--- config.mk ---
export PLATFORM = sky130hd
export DESIGN_NAME = calc_entry_ctrl
export DESIGN_NICKNAME = d
export VERILOG_FILES = /design/src/rtl/calc_entry_ctrl.sv
export SDC_FILE = /design/constraint.sdc
export NUM_CORES = 1
export LEC_CHECK = 0
export CORE_MARGIN = 2
export CORE_UTILIZATION = 40
export DETAILED_ROUTE_END_ITERATION = 7
export GPL_ROUTABILITY_DRIVEN = 0
export GPL_TIMING_DRIVEN = 0
export HOLD_SLACK_MARGIN = 0.15
export PLACE_DENSITY = 0.64
export SETUP_SLACK_MARGIN = 0.3
export SLEW_MARGIN = 20
export SYNTH_ARGS = -nofsm -noshare
export SYNTH_HDL_FRONTEND = slang
export SYNTH_SLANG_ARGS = --single-unit
--- constraint.sdc ---
create_clock -name clk -period 8.5 [get_ports clk]
set_input_delay 1.7 -clock clk [delete_from_list [all_inputs] [get_ports clk]]
set_output_delay 1.7 -clock clk [all_outputs]
set_load 0.01 [all_outputs]
--- src/rtl/calc_entry_ctrl.sv ---
// Keypad entry controller: builds a signed 3-digit BCD display buffer from key
// events and hands the converted 11-bit operand downstream over valid/ready.

module bcdtobin (
    input  logic [31:0] bcd_i,
    output logic [10:0] bin_o
);

    logic [10:0] acc;
    logic        neg;
    logic [3:0]  nib;

    // Scan MSB to LSB: digits accumulate, 0xE marks minus, other codes are blanks.
    always_comb begin
        acc = 11'd0;
        neg = 1'b0;
        nib = 4'h0;
        for (int i = 7; i >= 0; i--) begin
            nib = bcd_i[i*4 +: 4];
            if (nib <= 4'd9) begin
                acc = acc * 11'd10 + {7'd0, nib};
            end else if (nib == 4'hE) begin
                neg = 1'b1;
            end
        end
        bin_o = neg ? -acc : acc;
    end

endmodule

module calc_entry_ctrl (
    input  logic        clk,
    input  logic        reset,
    input  logic        key_valid,
    input  logic [3:0]  key_code,
    input  logic        op_ready,
    output logic [31:0] disp,
    output logic [10:0] op_data,
    output logic        op_valid,
    output logic        key_err
);

    typedef enum logic [1:0] {
        ST_ENTRY,
        ST_CONV,
        ST_PRESENT
    } state_e;

    localparam logic [3:0] KEY_NEG   = 4'hA;
    localparam logic [3:0] KEY_BKSP  = 4'hB;
    localparam logic [3:0] KEY_CLR   = 4'hC;
    localparam logic [3:0] KEY_ENTER = 4'hD;
    localparam logic [3:0] BLANK     = 4'hF;

    state_e      state_q, state_d;
    logic [1:0]  cnt_q, cnt_d;
    logic        neg_q, neg_d;
    logic [3:0]  d2_q, d2_d;
    logic [3:0]  d1_q, d1_d;
    logic [3:0]  d0_q, d0_d;
    logic [10:0] op_data_q, op_data_d;
    logic        op_valid_q, op_valid_d;
    logic        key_err_q, key_err_d;
    logic [10:0] conv_bin;

    // Unused digit positions hold 0xF so the buffer is pure register wiring.
    assign disp = {16'hFFFF, (neg_q ? 4'hE : BLANK), d2_q, d1_q, d0_q};

    bcdtobin u_bcdtobin (
        .bcd_i (disp),
        .bin_o (conv_bin)
    );

    assign op_data  = op_data_q;
    assign op_valid = op_valid_q;
    assign key_err  = key_err_q;

    always_ff @(posedge clk) begin
        if (reset) begin
            state_q    <= ST_ENTRY;
            cnt_q      <= 2'd0;
            neg_q      <= 1'b0;
            d2_q       <= BLANK;
            d1_q       <= BLANK;
            d0_q       <= BLANK;
            op_data_q  <= 11'd0;
            op_valid_q <= 1'b0;
            key_err_q  <= 1'b0;
        end else begin
            state_q    <= state_d;
            cnt_q      <= cnt_d;
            neg_q      <= neg_d;
            d2_q       <= d2_d;
            d1_q       <= d1_d;
            d0_q       <= d0_d;
            op_data_q  <= op_data_d;
            op_valid_q <= op_valid_d;
            key_err_q  <= key_err_d;
        end
    end

    always_comb begin
        state_d    = state_q;
        cnt_d      = cnt_q;
        neg_d      = neg_q;
        d2_d       = d2_q;
        d1_d       = d1_q;
        d0_d       = d0_q;
        op_data_d  = op_data_q;
        op_valid_d = op_valid_q;
        key_err_d  = 1'b0;

        unique case (state_q)
            ST_ENTRY: begin
                if (key_valid) begin
                    if (key_code <= 4'd9) begin
                        if (cnt_q == 2'd3) begin
                            key_err_d = 1'b1;
                        end else if (cnt_q == 2'd1 && d0_q == 4'd0) begin
                            // A lone leading zero is overwritten, not shifted.
                            d0_d = key_code;
                        end else begin
                            d2_d  = d1_q;
                            d1_d  = d0_q;
                            d0_d  = key_code;
                            cnt_d = cnt_q + 2'd1;
                        end
                    end else begin
                        unique case (key_code)
                            KEY_NEG: begin
                                neg_d = ~neg_q;
                            end
                            KEY_BKSP: begin
                                if (cnt_q != 2'd0) begin
                                    d0_d  = d1_q;
                                    d1_d  = d2_q;
                                    d2_d  = BLANK;
                                    cnt_d = cnt_q - 2'd1;
                                end else begin
                                    neg_d = 1'b0;
                                end
                            end
                            KEY_CLR: begin
                                cnt_d = 2'd0;
                                neg_d = 1'b0;
                                d2_d  = BLANK;
                                d1_d  = BLANK;
                                d0_d  = BLANK;
                            end
                            KEY_ENTER: begin
                                state_d = ST_CONV;
                            end
                            default: begin
                                key_err_d = 1'b1;
                            end
                        endcase
                    end
                end
            end

            ST_CONV: begin
                key_err_d  = key_valid;
                op_data_d  = conv_bin;
                op_valid_d = 1'b1;
                state_d    = ST_PRESENT;
            end

            ST_PRESENT: begin
                key_err_d = key_valid;
                if (op_ready) begin
                    op_valid_d = 1'b0;
                    cnt_d      = 2'd0;
                    neg_d      = 1'b0;
                    d2_d       = BLANK;
                    d1_d       = BLANK;
                    d0_d       = BLANK;
                    state_d    = ST_ENTRY;
                end
            end

            default: begin
                state_d = ST_ENTRY;
            end
        endcase
    end

endmodule

==> run_results.csv <==
group,metric,value,unit
outcome,run_status,"finished, final reports clean",
timing,relSlewSlack,59.3,%
route,number_of_drc_violations_after_detailed_routing,0,
route,detailedRoute.firstPassIterationCount,5,
grt,grt_use_met3,1.56,%
clock_tree,cts_tree,"yes",
layout,fraction_of_final_layout_cells_with_drive_strength_greater_than_1,11.2,%
critical_path,critical_path.startpoint_type,"register",
yosys,part_of_the_yosys_area_used_for_sequential_elements,19.3,%
critical_path,critical_path.endpoint_type,"register",
placement,post-dp-hpwl,5860,um
route,drt-vias-per-instance,5.20,
timing,final_hold_viol_count,0,
critical_path,r2r_start,"d2_q[3]$_SDFFE_PP1P_",
timing,finalMaxSlewViolations,0,
floorplanning,die-height,92.2,um
critical_path,path_buf_inv,1,
critical_path,worst_path_most_repeated_cell,"ha_1",
grt,antenna_violations_before_repair,0,
floorplanning,fp.coreArea,7650,sq um
clock_tree,cts_inserted_buffers,5,
pwr,p_int,0.341,mW
yosys,ys_dominant_reg_cell,"dfxtp_1",
floorplanning,start_util,40.7,%
hold_path,min-delay-path-class,"reg -> reg",
layout,finish.instance_area,3740,sq um
grt,groute.usage.overall,17.8,%
critical_path,crit_path_start,"d2_q[3]$_SDFFE_PP1P_",
route,drt_iter0_drc,93,
pwr,p_leak,1.57,nW
clock_tree,ctsHtreeMaxLevel,2,
critical_path,critical_path.slowest_cell,"dfxtp_1",
placement,io_buffer_count,32,
layout,area_growth,20.2,%
pwr,clock_power_share,27.2,%
pwr,switching_fraction,37.3,%
critical_path,worstReg2RegEnd,"op_data[10]$_SDFFE_PP0P_",
critical_path,path_cells,"nor3b_4 -> ha_1 -> ha_1 -> inv_1 -> fa_1 -> nand2b_1 -> o21bai_1 -> and3_1 -> ha_1 -> ha_1 -> xor2_1 -> a2111oi_4 -> xnor3_1 -> o22ai_1 -> nand2_1 -> o41ai_2 -> xnor2_1 -> a211oi_2",
clock_tree,post_cts_resized,0,
clock_tree,cts_max_path_buffers,2,
layout,insertedDiodeCount,0,
grt,grt_start_max_net_pins,12,
critical_path,cp.depth,18,
pwr,maximum_resistive_drop_on_vdd,0.116,mV
route,ant_nets,0,
placement,place_area,3630,sq um
critical_path,cp-endpoint,"op_data[10]$_SDFFE_PP0P_",
yosys,postSynthAreaPerCell,8.17,sq um
yosys,post-synth-top-area-fraction,19.3,%
pwr,total_switching_power,0.203,mW
grt,via_count_of_the_first_global_routing_pass,2692,
timing,postLayoutSetupSlackWorst,3.11,ns
critical_path,minimum_setup_slack_among_reg_to_reg_paths,3.11,ns
clock_tree,post_cts_hold_buffer_count,0,
clock_tree,tritoncts_num_sinks,30,
route,wl_per_cell,13.7,um
pwr,power_frac_seq,30.3,%
timing,worst_clock_skew,0.0110,ns
critical_path,worstPathMaxFanout,8,
critical_path,rr_worst_depth,18,
grt,grt_pass1_wl,12500,um
grt,grt.busiest_layer,"met2",
pwr,power-per-cell-area,145,nW/um^2
yosys,synth_edf_count,0,
floorplanning,num_io_pins,53,
critical_path,crit_family,"adder cells",
clock_tree,cts_root_buf,"clkbuf_8",
timing,grt_setup_unrepaired,"false",
timing,report.final.setup_viol,0,
timing,tightest_slew,0.604,ns
floorplanning,die_outline_width,92.2,um
yosys,netlist.top_cell.by_area,"dfxtp_1",
pwr,post-layout-total-power,0.544,mW
timing,maxClockFrequency,186,MHz
grt,grt_util_met1,22.7,%
timing,post_route_setup_tns,0,ns
critical_path,cp.arrival,5.59,ns
clock_tree,clkTransAtPathRegs,0.08,ns
yosys,yosys_warnings,0,
floorplanning,std_cell_rows,32,
route,detailroute.via_count,2813,
placement,place_worst_setup_slack,3.18,ns
yosys,async_reset_ff_share,0,%
layout,final_net_count,482,
yosys,post_synth_instance_area,3110,sq um
critical_path,critPathKind,"reg -> reg",
critical_path,critical_path.max_stage_delay,0.49,ns
yosys,synth_cell_types,73,
job,cap_violations,0,
grt,groute.layer.met2.usage,31.9,%
grt,globalRouteOverflowTotal,0,
clock_tree,insertion_delay,0.29,ns
route,detail_route.wirelength,7400,um
pwr,pwr-share-comb,42.5,%
timing,final_period_minus_worst_setup_slack,5.39,ns
floorplanning,die-area,8510,sq um
yosys,main_area_contributors_after_synthesis,"dfxtp_1 19%, ha_1 13%, buf_4 4.6%, nor2_1 4.6%, a21oi_1 4.2%",
yosys,postSynthCellCount,381,
clock_tree,post_cts.repair.setup_buffers,0,
critical_path,timing.critical_path.required,8.71,ns
yosys,ys_ff_latch,30,
timing,period_share,63.4,%
## kinds of logic (layout without fill, tap and decap cells)
family | after synthesis | in the layout | synth area share, %
XOR/XNOR | 17 | 17 | 5.91
buffers and inverters | 63 | 103 | 10.1
flip-flops | 30 | 30 | 19.3
AO/OA/AOI/OAI | 101 | 101 | 24.1
adder cells (fa/ha/maj) | 36 | 36 | 15.4
AND/OR/NAND/NOR | 122 | 122 | 21.5
other | 1 | 19 | 0.120
multiplexers | 11 | 11 | 3.54
## layer usage
metal | up-vias | share of wire (%)
li1 | 1440 | -
met1 | 1318 | 47
met2 | 45 | 49
met3 | 10 | 2.4
met4 | 0 | 1.6
met5 | - | 0
## cells in the final DEF (no fill, tap or decap), types with 2 or more instances in the layout
cell and count:
nor2_1 38, ha_1 32, clkdlybuf4s50_1 32, dfxtp_1 30, inv_1 27, a21oi_1 26
nand2_1 22, buf_4 19, conb_1 19, clkbuf_1 13, o21ai_0 11, mux2i_1 11
xnor2_1 11, nor2b_1 10, nand2b_1 9, nand3_1 9, a31oi_1 8, a211o_1 7
o21bai_1 7, a211oi_1 6, nand4b_1 5, nor4_1 5, clkbuf_8 5, a21o_1 4
o21a_1 4, fa_1 4, nor3b_1 3, xor2_1 3, nor3_1 3, o22ai_1 3
a211oi_2 2, and2_1 2, or2_2 2, xnor3_1 2, buf_1 2, clkinvlp_4 2
## flip-flops by register name, indices dropped and copies added (netlist names)
register and count:
op_data 11, state_q 2, d0_q 4, neg_q 1, key_err 1, op_valid 1
d1_q 4, cnt_q 2, d2_q 4
## worst min-delay path, delay by kind of cell, from the launching register on
| kind | cells | cell delay, ns |
|---|---|---|
| AO/OA/AOI/OAI | 2 | 0.13 |
| flip-flops | 1 | 0.31 |
## power groups by stage
stage	Combinational [mW]	Sequential, mW	Clock (mW)
floorplan	0.171	0.168	0
global route	0.258	0.167	0.156
finish	0.231	0.165	0.148
global placement	0.226	0.168	0
CTS	0.231	0.165	0.150
detailed placement	0.229	0.168	0
## Yosys cell counts, drive strengths merged (2+ instances only)
cell type  instances
fa                 4
a31oi              8
a211oi             8
and2               2
o22ai              3
o21ai             13
nand2b             9
nor2b             10
dfxtp             30
and3               2
nand3             10
xnor3              2
nand2             22
a41o               2
o21a               5
buf               22
xnor2             12
o31ai              2
nor4               6
a21o               4
clkbuf            13
nor2              38
nand4b             5
mux2i             11
nor3               3
a21oi             26
inv               28
or2                2
a211o              8
xor2               3
nor3b              4
o21bai             7
ha                32
## worst min path at each step
stage / start / to / slack (ns) / depth (start not counted)
3_5_place_dp: neg_q$_SDFFE_PP0P_ / neg_q$_SDFFE_PP0P_ / 0.46 / 2
4_1_cts: neg_q$_SDFFE_PP0P_ / neg_q$_SDFFE_PP0P_ / 0.48 / 2
5_1_grt: op_data[2]$_SDFFE_PP0P_ / op_data[2]$_SDFFE_PP0P_ / 0.52 / 2
3_3_place_gp: neg_q$_SDFFE_PP0P_ / neg_q$_SDFFE_PP0P_ / 0.46 / 2
2_1_floorplan: neg_q$_SDFFE_PP0P_ / neg_q$_SDFFE_PP0P_ / 0.45 / 2
6_report: neg_q$_SDFFE_PP0P_ / neg_q$_SDFFE_PP0P_ / 0.48 / 2
## metrics by stage
stage	utilization [%]	hold slack (ns)	std cells
2_1_floorplan	-	0.450	399
3_3_place_gp	47.5	0.463	533
3_5_place_dp	47.5	0.465	533
4_1_cts	49.0	0.476	541
5_1_grt	49.0	0.521	541
6_report	49.0	0.477	541
## layout make-up
class                           instances  area (sq um)
Buffer                                 35           210
Clock buffer                            5          68.8
Clock inverter                          3          45.0
Fill cell                             771          3900
Inverter                               28           105
Multi-Input combinational cell        306          2270
Sequential cell                        30           601
Tap cell                              102           128
Timing Repair Buffer                   32           320
No activity file was read; power rests on OpenSTA's default activity.
